`src/rtl/calc_sequencer.sv`:
```
// Keypad-driven sequencer for a two-digit BCD adder/subtractor: assembles operands,
// drives the external ALU and captures its result for display (chain/repeat/clear).
module calc_sequencer (
    input  logic       clock,
    input  logic       nrst,
    input  logic       key_valid,
    input  logic [3:0] key_code,
    output logic [7:0] alu_op1,
    output logic [7:0] alu_op2,
    output logic [1:0] alu_opcode,
    input  logic [7:0] alu_result,
    input  logic       alu_carry,
    output logic [7:0] display,
    output logic       disp_carry,
    output logic [1:0] mode,
    output logic       done
);

    localparam int unsigned DW  = 8;
    localparam int unsigned OPW = 2;

    localparam logic [OPW-1:0] OPC_ADD = 2'b00;
    localparam logic [OPW-1:0] OPC_SUB = 2'b10;

    localparam logic [3:0] KEY_ADD = 4'hA;
    localparam logic [3:0] KEY_SUB = 4'hB;
    localparam logic [3:0] KEY_EQU = 4'hC;
    localparam logic [3:0] KEY_CLR = 4'hD;

    typedef enum logic [1:0] {
        ST_OP1    = 2'd0,
        ST_OP2    = 2'd1,
        ST_EXEC   = 2'd2,
        ST_RESULT = 2'd3
    } state_t;

    state_t         state_q;
    logic [DW-1:0]  op1_q;
    logic [DW-1:0]  op2_q;
    logic [OPW-1:0] opcode_q;
    logic [DW-1:0]  display_q;
    logic           carry_q;
    logic           done_q;

    // Key decode; 4'hE/4'hF match none of these and fall through as no-ops.
    logic           key_digit;
    logic           key_arith;
    logic           key_equ;
    logic           key_clr;
    logic [OPW-1:0] key_opcode;

    always_comb begin
        key_digit  = key_valid && (key_code <= 4'h9);
        key_arith  = key_valid && ((key_code == KEY_ADD) || (key_code == KEY_SUB));
        key_equ    = key_valid && (key_code == KEY_EQU);
        key_clr    = key_valid && (key_code == KEY_CLR);
        key_opcode = (key_code == KEY_SUB) ? OPC_SUB : OPC_ADD;
    end

    always_ff @(posedge clock or negedge nrst) begin
        if (!nrst) begin
            state_q   <= ST_OP1;
            op1_q     <= '0;
            op2_q     <= '0;
            opcode_q  <= OPC_ADD;
            display_q <= '0;
            carry_q   <= 1'b0;
            done_q    <= 1'b0;
        end else begin
            done_q <= 1'b0;
            // EXEC ignores every key, clear included, so the capture cannot be lost.
            if (key_clr && (state_q != ST_EXEC)) begin
                state_q   <= ST_OP1;
                op1_q     <= '0;
                op2_q     <= '0;
                opcode_q  <= OPC_ADD;
                display_q <= '0;
                carry_q   <= 1'b0;
            end else begin
                case (state_q)
                    ST_OP1: begin
                        if (key_digit) begin
                            op1_q     <= {op1_q[3:0], key_code};
                            display_q <= {op1_q[3:0], key_code};
                        end else if (key_arith) begin
                            opcode_q <= key_opcode;
                            op2_q    <= '0;
                            state_q  <= ST_OP2;
                        end
                    end
                    ST_OP2: begin
                        if (key_digit) begin
                            op2_q     <= {op2_q[3:0], key_code};
                            display_q <= {op2_q[3:0], key_code};
                        end else if (key_arith) begin
                            opcode_q <= key_opcode;
                        end else if (key_equ) begin
                            state_q <= ST_EXEC;
                        end
                    end
                    ST_EXEC: begin
                        display_q <= alu_result;
                        carry_q   <= alu_carry;
                        done_q    <= 1'b1;
                        state_q   <= ST_RESULT;
                    end
                    ST_RESULT: begin
                        if (key_digit) begin
                            op1_q     <= {4'h0, key_code};
                            op2_q     <= '0;
                            carry_q   <= 1'b0;
                            display_q <= {4'h0, key_code};
                            state_q   <= ST_OP1;
                        end else if (key_arith) begin
                            op1_q    <= display_q;
                            opcode_q <= key_opcode;
                            op2_q    <= '0;
                            state_q  <= ST_OP2;
                        end else if (key_equ) begin
                            op1_q   <= display_q;
                            state_q <= ST_EXEC;
                        end
                    end
                    default: state_q <= ST_OP1;
                endcase
            end
        end
    end

    assign alu_op1    = op1_q;
    assign alu_op2    = op2_q;
    assign alu_opcode = opcode_q;
    assign display    = display_q;
    assign disp_carry = carry_q;
    assign mode       = state_q;
    assign done       = done_q;

endmodule

```
`config.mk`:
```
export PLATFORM = sky130hd
export DESIGN_NAME = calc_sequencer
export DESIGN_NICKNAME = d
export VERILOG_FILES = /design/src/rtl/calc_sequencer.sv
export SDC_FILE = /design/constraint.sdc
export NUM_CORES = 1
export LEC_CHECK = 0
export ABC_CLOCK_PERIOD_IN_PS = 3800
export CELL_PAD_IN_SITES_DETAIL_PLACEMENT = 0
export CELL_PAD_IN_SITES_GLOBAL_PLACEMENT = 1
export CORE_MARGIN = 3
export CORE_UTILIZATION = 38
export DETAILED_ROUTE_END_ITERATION = 7
export GPL_TIMING_DRIVEN = 1
export PLACE_DENSITY = 0.91
export RECOVER_POWER = 50
export REMOVE_ABC_BUFFERS = 1
export SKIP_CTS_REPAIR_TIMING = 1
export SLEW_MARGIN = 20
export SYNTH_ARGS = -nofsm -noshare
export SYNTH_HDL_FRONTEND = slang
export SYNTH_SLANG_ARGS = --single-unit
```
`constraint.sdc`:
```
create_clock -name clock -period 3.8 [get_ports clock]
set_input_delay 0.38 -clock clock [delete_from_list [all_inputs] [get_ports clock]]
set_output_delay 0.38 -clock clock [all_outputs]
set_load 0.01 [all_outputs]
```
# [Word level (Yosys, flattened, before mapping)]
# Index checks and enable logic that the tools add are counted.
# Widths: inputs -> output; s select.
[word_totals] reg_bits=30 out_inout_bits=30
[classes] magnitude_cmp=1 n_eq_ne=17 n_mux=34 reduce_logical=19
[ops] op="$mux 8" n=12
[ops] op="$pmux 8 s4" n=1
[ops] op="$mux 2" n=13
[ops] op="$pmux 8 s3" n=1
[ops] op="$ne 3x3->1 const B" n=7
[ops] op="$eq 4x4->1 const B" n=4
[ops] op="$pmux 8 s2" n=1
[ops] op="$reduce_and 3->1" n=4
[ops] op="$pmux 2 s4" n=1
[ops] op="$reduce_bool 3->1" n=2
[ops] op="$logic_and 1x1->1" n=5
[ops] op="$ne 5x5->1 const B" n=1
[ops] op="$eq 2x2->1 const B" n=2
[ops] op="$le 4x4->1 const B" n=1
[ops] op="$mux 1" n=4
[ops] op="$reduce_and 4->1" n=1
[ops] op="$reduce_bool 2->1" n=2
[ops] op="$reduce_bool 4->1" n=1
[ops] op="$reduce_or 3->1" n=1
[ops] op="$eq 2x1->1 const B" n=1
[ops] op="$logic_not 2->1" n=1
[ops] op="$ne 2x1->1 const B" n=1
[ops] op="$ne 2x2->1 const B" n=1
[ops] op="$pmux 1 s2" n=1
[ops] op="other kinds (2)" n=2

# [Longest topological paths before layout]
# Gate-level depths: netlist of the first run.
[depth] ltp_word=7 ltp_mapped=7 depth_no_buf=5

# [Worst setup path after synthesis of the first run]
# OpenSTA, ideal clock, no wires.
[synth_timing] path_type="register to register" from="register state_q[0] (netlist: mode[0])" to="register op1_q[4] (netlist: alu_op1[4])" setup_time_ps=125 arrival_time_ps=1460 setup_slack_ps=2215 stages_incl_launch_ff=7 period_less_slack_ps=1585 path_cell_list="dfrtp_1 -> buf_2 -> nand2b_1 -> nand3_1 -> a21oi_2 -> nor2_4 -> mux2_4"
[synth_via] elab_chain_len=4 word_cells_on_any_way=10
[synth_rtl] element="start, declared" line="37" source="state_t state_q;"
[synth_rtl] element="start signal, assigned" line="62" source="state_q <= ST_OP1;"
[synth_rtl] element="start signal, assigned" line="73" source="state_q <= ST_OP1;"
[synth_rtl] element="start signal, assigned" line="88" source="state_q <= ST_OP2;"
[synth_rtl] element="$ne 2x2->1" line="72" source="if (key_clr && (state_q != ST_EXEC)) begin"
[synth_rtl] element="$logic_and 1x1->1" line="72"
[synth_rtl] element="$ne 5x5->1 (no source line) (tied with other cells)"
[synth_rtl] element="$reduce_and 3->1 (no source line)"
[synth_rtl] element="end signal, assigned" line="83" source="op1_q <= {op1_q[3:0], key_code};"
[synth_rtl] element="end signal, assigned" line="109" source="op1_q <= {4'h0, key_code};"
[synth_rtl] element="end signal, assigned" line="115" source="op1_q <= display_q;"
[synth_rtl] element="end, declared" line="38" source="logic [DW-1:0] op1_q;"
# Several ways; a longest one is shown, not always the timed one.
# A chain may end at the register's enable or synchronous reset.

# [Worst setup path after layout of the first run]
[layout_timing] from="input key_code[2]" to="register op1_q[4] (netlist: alu_op1[4])"
[layout_via] elab_chain_len=7 word_cells_on_any_way=19
[layout_rtl] element="start, declared" line="7" source="input logic [3:0] key_code,"
[layout_rtl] element="$eq 4x4->1" line="54" source="key_arith = key_valid && ((key_code == KEY_ADD) || (key_code == KEY_SUB));"
[layout_rtl] element="$logic_or 1x1->1" line="54"
[layout_rtl] element="$logic_and 1x1->1" line="54"
[layout_rtl] element="$mux 8" line="114" source="end else if (key_arith) begin"
[layout_rtl] element="$mux 8" line="108" source="if (key_digit) begin"
[layout_rtl] element="$pmux 8 s2" line="80" source="case (state_q)"
[layout_rtl] element="$mux 8" line="72"
# Several ways; a longest one is shown, not always the timed one.

==> impl_metrics.xml, run 1 <==
<?xml version="1.0" encoding="UTF-8"?>
<metrics>
  <group name="run_status">
    <metric name="outcome" unit="">finished, violations left</metric>
    <metric name="failing_checks" unit="">capacitance limit, slew limit</metric>
  </group>
  <group name="critical_path">
    <metric name="worst_r2r_path_depth" unit="">4</metric>
    <metric name="critical_path.endpoint_type" unit="">flop</metric>
    <metric name="startpoint_type" unit="">input pin</metric>
    <metric name="arrival_time_at_the_worst_endpoint" unit="ns">2.40</metric>
    <metric name="required" unit="ns">3.96</metric>
    <metric name="reg2reg_setup_slack" unit="ns">1.67</metric>
    <metric name="criticalPathCategory" unit="">in -&gt; reg</metric>
    <metric name="peak_fanout_along_the_critical_path" unit="">14</metric>
    <metric name="r2r_start" unit="">mode[0]</metric>
    <metric name="r2r-end" unit="">display[7]</metric>
  </group>
  <group name="drt">
    <metric name="vias" unit="">1455</metric>
    <metric name="postRouteAntennaNets" unit="">0</metric>
    <metric name="met3_wirelength" unit="um">297</metric>
    <metric name="drcViolationCount" unit="">0</metric>
    <metric name="drt_first_iter_violations" unit="">113</metric>
    <metric name="drt-met1-wl" unit="um">1860</metric>
    <metric name="route.detailed.vias_per_inst" unit="">5.66</metric>
    <metric name="postRouteWirelength" unit="um">4120</metric>
    <metric name="highest-signal-layer" unit="">met4</metric>
    <metric name="wl_met2" unit="um">1920</metric>
    <metric name="routed_wire_length_per_instance" unit="um">16.0</metric>
    <metric name="first_pass_iters" unit="">4</metric>
  </group>
  <group name="synthesis">
    <metric name="synth.yosys.warnings" unit="">0</metric>
    <metric name="async_flop_share" unit="%">100</metric>
    <metric name="postSynth.topFlopCell" unit="">sky130_fd_sc_hd__dfrtp_1</metric>
    <metric name="post_synth_instance_area" unit="mm2">0.00160</metric>
    <metric name="syn-mean-instance-area" unit="um2">9.45</metric>
    <metric name="yosysSeqAreaShare" unit="%">45.5</metric>
    <metric name="post_synth_inst_count" unit="">169</metric>
    <metric name="synth_largest_type_area_fraction" unit="%">45.5</metric>
    <metric name="yosysUniqueCellTypes" unit="">37</metric>
    <metric name="synth-edff-count" unit="">0</metric>
    <metric name="synth-seq-cells" unit="">29</metric>
    <metric name="synth_area_leader_cell" unit="">sky130_fd_sc_hd__dfrtp_1</metric>
    <metric name="synth_area_leaders" unit="">sky130_fd_sc_hd__dfrtp_1 45%, sky130_fd_sc_hd__nand2_1 6.3%, sky130_fd_sc_hd__a21oi_1 4.4%</metric>
  </group>
  <group name="cts">
    <metric name="numClockSinks" unit="">29</metric>
    <metric name="cts_root_buf" unit="">sky130_fd_sc_hd__clkbuf_8</metric>
    <metric name="clockBufferDepth" unit="">2</metric>
    <metric name="cts-htree-levels" unit="">2</metric>
    <metric name="cts_inserted_buffers" unit="">5</metric>
    <metric name="clkLatencyLatePin" unit="ns">0.27</metric>
    <metric name="tritoncts_clock_tree" unit="">built</metric>
    <metric name="cts_clock_pin_slew_for_the_worst_setup_and_hold_paths" unit="ns">0.06</metric>
  </group>
  <group name="power">
    <metric name="combinationalPowerShare" unit="%">38.2</metric>
    <metric name="clockPowerShare" unit="%">20.8</metric>
    <metric name="power.share.switching" unit="%">32.5</metric>
    <metric name="p_switching" unit="W">0.000393</metric>
    <metric name="pwr-share-seq" unit="%">41.1</metric>
    <metric name="irDropWorstVdd" unit="mV">0.235</metric>
    <metric name="static-leakage-power" unit="nW">0.936</metric>
    <metric name="internal-power" unit="W">0.000818</metric>
    <metric name="cellPowerDensity" unit="mW/mm2">575</metric>
  </group>
  <group name="global_routing">
    <metric name="wire_length_of_the_first_global_routing_pass" unit="um">6840</metric>
    <metric name="first_global_vias" unit="">1345</metric>
    <metric name="antenna_found_initial" unit="">0</metric>
    <metric name="grt_max_degree" unit="">30</metric>
    <metric name="grt_usage" unit="%">17.3</metric>
    <metric name="overflow" unit="">0</metric>
  </group>
  <group name="finish">
    <metric name="antenna-diode-count" unit="">0</metric>
    <metric name="multi_input_area" unit="um2">759</metric>
    <metric name="fillerInstances" unit="">357</metric>
    <metric name="seq_area" unit="um2">726</metric>
    <metric name="num-nets-final" unit="">225</metric>
    <metric name="final_layout_size_suffix_gt1_share" unit="%">8.13</metric>
    <metric name="area_growth" unit="%">31.8</metric>
  </group>
  <group name="min_path">
    <metric name="timing.hold.worst_path_depth" unit="">1</metric>
    <metric name="min_delay_worst_endpoint" unit="">alu_op2[5]</metric>
    <metric name="worst_hold_path_type" unit="">reg -&gt; reg</metric>
    <metric name="min_from" unit="">alu_op2[5]</metric>
  </group>
  <group name="placed_design">
    <metric name="gp_congestion" unit="">0.853</metric>
    <metric name="detailed_place_hpwl" unit="um">2980</metric>
    <metric name="port_buffers" unit="">44</metric>
    <metric name="place_ws" unit="ns">1.33</metric>
  </group>
  <group name="timing">
    <metric name="maxClockFrequency" unit="GHz">0.446</metric>
    <metric name="worst-slew-pin-transition" unit="ns">1.57</metric>
    <metric name="setup_repair_after_global_routing_missed_its_margin" unit="">no</metric>
    <metric name="finClkSkew" unit="ns">0.00237</metric>
    <metric name="timing.slew.headroom" unit="%">-4.35</metric>
    <metric name="hold_violations" unit="">0</metric>
    <metric name="setup_tns" unit="ns">0</metric>
    <metric name="report.final.slew_viol_count" unit="">30</metric>
    <metric name="final.setup.worst_slack" unit="ns">1.56</metric>
    <metric name="final_critical_period" unit="ns">2.24</metric>
    <metric name="period_share" unit="%">59.0</metric>
    <metric name="final_setup_vio_count" unit="">0</metric>
  </group>
  <group name="floorplanning">
    <metric name="die-width" unit="um">70.8</metric>
    <metric name="dieArea" unit="mm2">0.00502</metric>
    <metric name="design.core.area" unit="mm2">0.00385</metric>
    <metric name="rows" unit="">22</metric>
    <metric name="top_level_ports" unit="">46</metric>
    <metric name="die_height" unit="um">70.8</metric>
    <metric name="floorplan.initialDensity" unit="%">41.4</metric>
  </group>
  <group name="flow_run">
    <metric name="maxcap_viol_count" unit="">1</metric>
  </group>
</metrics>
[layer usage]
layer	global-route usage, %	vias up
met5	0	-
met3	4.40	5
met1	25.0	697
li1	-	693
met2	25.6	60
met4	5.01	0
[area by class of cell]
type | instances | share of cell area [%]
clock buffers | 7 | 4.10
inverters | 7 | 1.37
multi-input cells | 121 | 36.1
flip-flops and latches | 29 | 34.5
well taps | 48 | 2.85
repair buffers | 45 | 21.1
[cell families after synthesis]
family                     Yosys count  synth area share, %
and+or+nand+nor                     51                 14.8
buffers and inverters               19                 6.97
AOI/OAI and AO/OA                   60                 25.5
muxes                                8                 6.27
DFF                                 29                 45.5
adders and majority gates            1                0.705
other                                1                0.235
[cell usage after synthesis, types with 4 or more instances]
cell type / n
sky130_fd_sc_hd__buf_2: 6
sky130_fd_sc_hd__a21oi_1: 14
sky130_fd_sc_hd__mux2_4: 4
sky130_fd_sc_hd__nand2_1: 27
sky130_fd_sc_hd__a31oi_1: 5
sky130_fd_sc_hd__inv_1: 6
sky130_fd_sc_hd__a22o_1: 8
sky130_fd_sc_hd__dfrtp_1: 29
sky130_fd_sc_hd__nand2b_1: 7
sky130_fd_sc_hd__nor2_1: 8
sky130_fd_sc_hd__o21ai_0: 13
sky130_fd_sc_hd__mux2i_1: 4
sky130_fd_sc_hd__a32oi_1: 4
[stage by stage]
step / power (W) / hold slack (ns) / std cells / instance area [um2] / utilization (%)
floorplan: 0.000710 / 0.0844 / 157 / 1510 / -
global placement: 0.000982 / 0.489 / 250 / 2020 / 52.5
detailed placement: 0.000989 / 0.490 / 250 / 2020 / 52.5
CTS: 0.00125 / 0.500 / 257 / 2110 / 54.7
global route: 0.00129 / 0.519 / 257 / 2100 / 54.6
finish: 0.00121 / 0.504 / 257 / 2100 / 54.6
[flip-flops by register name, indices dropped and copies added (netlist names)]
| signal | cells |
|---|---|
| alu_op1 | 8 |
| done | 1 |
| alu_opcode | 1 |
| mode | 2 |
| disp_carry | 1 |
| display | 8 |
| alu_op2 | 8 |
[worst max-delay path, cell delays in order]
cell                              delay [ns]
sky130_fd_sc_hd__clkdlybuf4s50_1        0.77
sky130_fd_sc_hd__and2_1                 0.33
sky130_fd_sc_hd__nand3_2                0.26
sky130_fd_sc_hd__nor2_1                 0.25
sky130_fd_sc_hd__nor2_4                 0.10
sky130_fd_sc_hd__mux2_4                 0.31
[placed cells by master, fill, tap and decap left out, types with 2 or more instances in the layout]
master / n
sky130_fd_sc_hd__a32oi_1: 4
sky130_fd_sc_hd__nor2_1: 8
sky130_fd_sc_hd__nand2b_1: 7
sky130_fd_sc_hd__a22o_1: 8
sky130_fd_sc_hd__a21oi_1: 14
sky130_fd_sc_hd__inv_1: 6
sky130_fd_sc_hd__o31ai_1: 3
sky130_fd_sc_hd__o21ai_0: 13
sky130_fd_sc_hd__nand3_1: 3
sky130_fd_sc_hd__a31oi_1: 5
sky130_fd_sc_hd__nor2b_1: 2
sky130_fd_sc_hd__nand2_1: 27
sky130_fd_sc_hd__dfrtp_1: 29
sky130_fd_sc_hd__dlygate4sd3_1: 15
sky130_fd_sc_hd__o2bb2ai_1: 3
sky130_fd_sc_hd__mux2i_1: 4
sky130_fd_sc_hd__clkdlybuf4s50_1: 29
sky130_fd_sc_hd__clkbuf_1: 2
sky130_fd_sc_hd__clkbuf_8: 6
sky130_fd_sc_hd__mux2_4: 4
[worst max path at each step]
| stage | end | slack (ns) | from | cells past startpoint |
|---|---|---|---|---|
| finish | alu_op1[4] | 1.56 | key_code[2] | 6 |
| global route | display[7] | 1.39 | mode[0] | 4 |
| CTS | alu_op1[4] | 1.62 | key_code[2] | 6 |
| detailed placement | alu_op1[4] | 1.33 | key_code[2] | 6 |
| global placement | alu_op1[5] | 1.37 | key_code[2] | 6 |
| floorplan | alu_op1[4] | 2.07 | mode[1] | 5 |
[power by group through the flow]
stage	clock, W	combinational (W)	sequential (W)
floorplan	0	0.000183	0.000527
global placement	0	0.000479	0.000503
detailed placement	0	0.000485	0.000505
CTS	0.000259	0.000486	0.000501
global route	0.000272	0.000500	0.000514
finish	0.000251	0.000462	0.000497
Power figures use the tool's default switching activity.
==> inputs of run 2 (changes only) <==
ABC_CLOCK_PERIOD_IN_PS = 2200   (was 3800)
CORE_UTILIZATION = 35   (was 38)
PLACE_DENSITY = 0.85   (was 0.91)
clock period = 2.2 ns   (was 3.8 ns; I/O delays follow)
==> run 2 against run 1 <==
Against the previous run:
- the run still ends with capacitance limit, slew limit left
- final cell count grew 6.2%
- worst hold slack lost 0.016 ns
- count of clock-buffer cells in the layout shrank 1
- core utilization shrank 2.2 points
- global-route usage shrank 0.31 points
- critical path type unchanged
- critical endpoint is now alu_op2[2]
- largest cell class unchanged
==> impl_metrics.xml, run 2 (synthesized netlist as in run 1, its figures left out) <==
<?xml version="1.0" encoding="UTF-8"?>
<metrics>
  <group name="run_status">
    <metric name="outcome" unit="">finished, violations left</metric>
    <metric name="failing_checks" unit="">capacitance limit, slew limit</metric>
  </group>
  <group name="floorplanning">
    <metric name="rows" unit="">23</metric>
    <metric name="die_height" unit="um">73.5</metric>
    <metric name="design.core.area" unit="mm2">0.00420</metric>
    <metric name="dieArea" unit="mm2">0.00541</metric>
    <metric name="die-width" unit="um">73.5</metric>
    <metric name="top_level_ports" unit="">46</metric>
    <metric name="floorplan.initialDensity" unit="%">38.0</metric>
  </group>
  <group name="placed_design">
    <metric name="gp_congestion" unit="">0.853</metric>
    <metric name="detailed_place.area" unit="mm2">0.00212</metric>
    <metric name="detailed_place_hpwl" unit="um">3030</metric>
    <metric name="place_ws" unit="ns">0.111</metric>
    <metric name="port_buffers" unit="">44</metric>
  </group>
  <group name="critical_path">
    <metric name="critical-path-max-stage-delay" unit="ns">0.67</metric>
    <metric name="r2r_start" unit="">mode[1]</metric>
    <metric name="startpoint_type" unit="">input pin</metric>
    <metric name="reg2reg_setup_slack" unit="ns">0.56</metric>
    <metric name="worst_r2r_path_depth" unit="">5</metric>
    <metric name="required" unit="ns">2.42</metric>
    <metric name="path_delay_family" unit="">compound AO/OA/AOI/OAI gates</metric>
    <metric name="chain_of_cells_forming_the_critical_path" unit="">dlygate4sd3_1, buf_4, o21ai_2, nor2_1, o221ai_1, a22o_1</metric>
    <metric name="peak_fanout_along_the_critical_path" unit="">9</metric>
    <metric name="timing.critical_path.buf_inv" unit="">2</metric>
    <metric name="critical_path.endpoint_type" unit="">flop</metric>
    <metric name="arrival_time_at_the_worst_endpoint" unit="ns">2.08</metric>
    <metric name="criticalPathCategory" unit="">in -&gt; reg</metric>
    <metric name="cpMaxStageDelayCell" unit="">sky130_fd_sc_hd__dlygate4sd3_1</metric>
    <metric name="r2r-end" unit="">alu_op1[5]</metric>
  </group>
  <group name="power">
    <metric name="static-leakage-power" unit="nW">0.997</metric>
    <metric name="combinationalPowerShare" unit="%">39.6</metric>
    <metric name="totalPowerFinal" unit="W">0.00209</metric>
    <metric name="irDropWorstVdd" unit="mV">0.366</metric>
    <metric name="cellPowerDensity" unit="mW/mm2">951</metric>
    <metric name="p_switching" unit="W">0.000691</metric>
    <metric name="internal-power" unit="W">0.00140</metric>
    <metric name="pwr-share-seq" unit="%">39.9</metric>
    <metric name="power.share.switching" unit="%">33.0</metric>
    <metric name="clockPowerShare" unit="%">20.4</metric>
  </group>
  <group name="finish">
    <metric name="area_growth" unit="%">37.9</metric>
    <metric name="multi_input_area" unit="um2">759</metric>
    <metric name="stdcell_area" unit="mm2">0.00220</metric>
    <metric name="antenna-diode-count" unit="">0</metric>
    <metric name="seq_area" unit="um2">726</metric>
    <metric name="fillerInstances" unit="">408</metric>
    <metric name="num-nets-final" unit="">238</metric>
    <metric name="mostFrequentLayoutCell" unit="">sky130_fd_sc_hd__clkdlybuf4s50_1</metric>
    <metric name="final_layout_size_suffix_gt1_share" unit="%">13.9</metric>
    <metric name="commonest_cells_after_routing_fill_and_taps_aside" unit="">31 x sky130_fd_sc_hd__clkdlybuf4s50_1, 29 x sky130_fd_sc_hd__dfrtp_1, 27 x sky130_fd_sc_hd__nand2_1</metric>
  </group>
  <group name="timing">
    <metric name="timing.slew.headroom" unit="%">-4.84</metric>
    <metric name="period_share" unit="%">84.4</metric>
    <metric name="final.setup.worst_slack" unit="ns">0.343</metric>
    <metric name="setup_tns" unit="ns">0</metric>
    <metric name="finClkSkew" unit="ns">0.00321</metric>
    <metric name="final_setup_vio_count" unit="">0</metric>
    <metric name="report.final.slew_viol_count" unit="">30</metric>
    <metric name="worst-slew-pin-transition" unit="ns">1.57</metric>
    <metric name="final_critical_period" unit="ns">1.86</metric>
    <metric name="maxClockFrequency" unit="GHz">0.538</metric>
    <metric name="hold_violations" unit="">0</metric>
    <metric name="setup_repair_after_global_routing_missed_its_margin" unit="">no</metric>
  </group>
  <group name="drt">
    <metric name="first_pass_iters" unit="">4</metric>
    <metric name="vias" unit="">1479</metric>
    <metric name="postRouteAntennaNets" unit="">0</metric>
    <metric name="route.detailed.vias_per_inst" unit="">5.42</metric>
    <metric name="postRouteWirelength" unit="um">4190</metric>
    <metric name="drt_first_iter_violations" unit="">76</metric>
    <metric name="routed_wire_length_per_instance" unit="um">15.4</metric>
    <metric name="drcViolationCount" unit="">0</metric>
  </group>
  <group name="cts">
    <metric name="tritoncts_clock_tree" unit="">built</metric>
    <metric name="cts-htree-levels" unit="">2</metric>
    <metric name="numClockSinks" unit="">29</metric>
    <metric name="cts_inserted_buffers" unit="">5</metric>
    <metric name="cts_clock_pin_slew_for_the_worst_setup_and_hold_paths" unit="ns">0.07</metric>
    <metric name="clockBufferDepth" unit="">2</metric>
    <metric name="cts_root_buf" unit="">sky130_fd_sc_hd__clkbuf_8</metric>
    <metric name="clkLatencyLatePin" unit="ns">0.28</metric>
  </group>
  <group name="flow_run">
    <metric name="maxcap_viol_count" unit="">1</metric>
  </group>
  <group name="min_path">
    <metric name="timing.hold.worst_path_depth" unit="">3</metric>
    <metric name="min_delay_worst_endpoint" unit="">display[2]</metric>
    <metric name="worst_hold_path_type" unit="">in -&gt; reg</metric>
    <metric name="min_from" unit="">alu_result[2]</metric>
  </group>
  <group name="global_routing">
    <metric name="overflow" unit="">0</metric>
    <metric name="first_global_vias" unit="">1477</metric>
    <metric name="antenna_found_initial" unit="">0</metric>
    <metric name="wire_length_of_the_first_global_routing_pass" unit="um">7060</metric>
    <metric name="grt_usage" unit="%">17.0</metric>
    <metric name="grt_max_degree" unit="">30</metric>
  </group>
</metrics>
-- run 2: changes by cell type in the layout (fill, tap and decap cells not counted) --
cell                              delta
sky130_fd_sc_hd__buf_4              +13
sky130_fd_sc_hd__clkdlybuf4s50_1     +2
sky130_fd_sc_hd__clkinv_2            +2
sky130_fd_sc_hd__dlygate4sd3_1       -2
sky130_fd_sc_hd__clkbuf_8            -1
-- run 2: cell type report --
| cell class | instances | area share (%) |
|---|---|---|
| flip-flops and latches | 29 | 33.0 |
| clock inverters | 2 | 0.455 |
| repair buffers | 58 | 24.6 |
| well taps | 50 | 2.84 |
| inverters | 7 | 1.31 |
| multi-input cells | 121 | 34.5 |
| clock buffers | 6 | 3.30 |
-- run 2: power groups by stage --
stage	logic, W	registers (W)	clock network [W]
final	0.000830	0.000836	0.000428
after global routing	0.000912	0.000861	0.000461
after CTS	0.000870	0.000842	0.000435
after detailed placement	0.000868	0.000849	0
after global placement	0.000858	0.000847	0
after floorplan	0.000316	0.000910	0
-- run 2: worst max path at each step --
stage / slack [ns] / endpoint / depth (start not counted) / from
5_1_grt: 0.16 / alu_op1[2] / 2 / nrst
6_report: 0.34 / alu_op2[2] / 6 / key_code[2]
3_3_place_gp: 0.17 / alu_op1[4] / 6 / key_code[2]
4_1_cts: 0.40 / alu_op2[2] / 6 / key_code[2]
3_5_place_dp: 0.11 / alu_op2[5] / 6 / key_code[2]
2_1_floorplan: 0.47 / alu_op1[4] / 5 / mode[1]
-- run 2: routing by layer --
layer  global-route usage, %  share of wire, %
met2                    26.9                46
met1                    22.3                45
met3                    4.24               7.3
met4                    6.44               1.6
met5                       0                 0
-- run 2: metrics by stage --
step	util (%)	hold WS (ns)	instances
floorplan	-	-0.0756	157
global placement	50.5	0.496	265
detailed placement	50.5	0.491	265
CTS	52.5	0.342	273
global route	52.4	0.519	273
finish	52.4	0.488	273
-- run 2: worst reg2reg max path, stage by stage, from the launching register on --
cell and delay (ns):
sky130_fd_sc_hd__dfrtp_1 0.49, sky130_fd_sc_hd__inv_4 0.10, sky130_fd_sc_hd__maj3_2 0.31, sky130_fd_sc_hd__a21oi_2 0.22
sky130_fd_sc_hd__nor2_4 0.11, sky130_fd_sc_hd__mux2_4 0.31
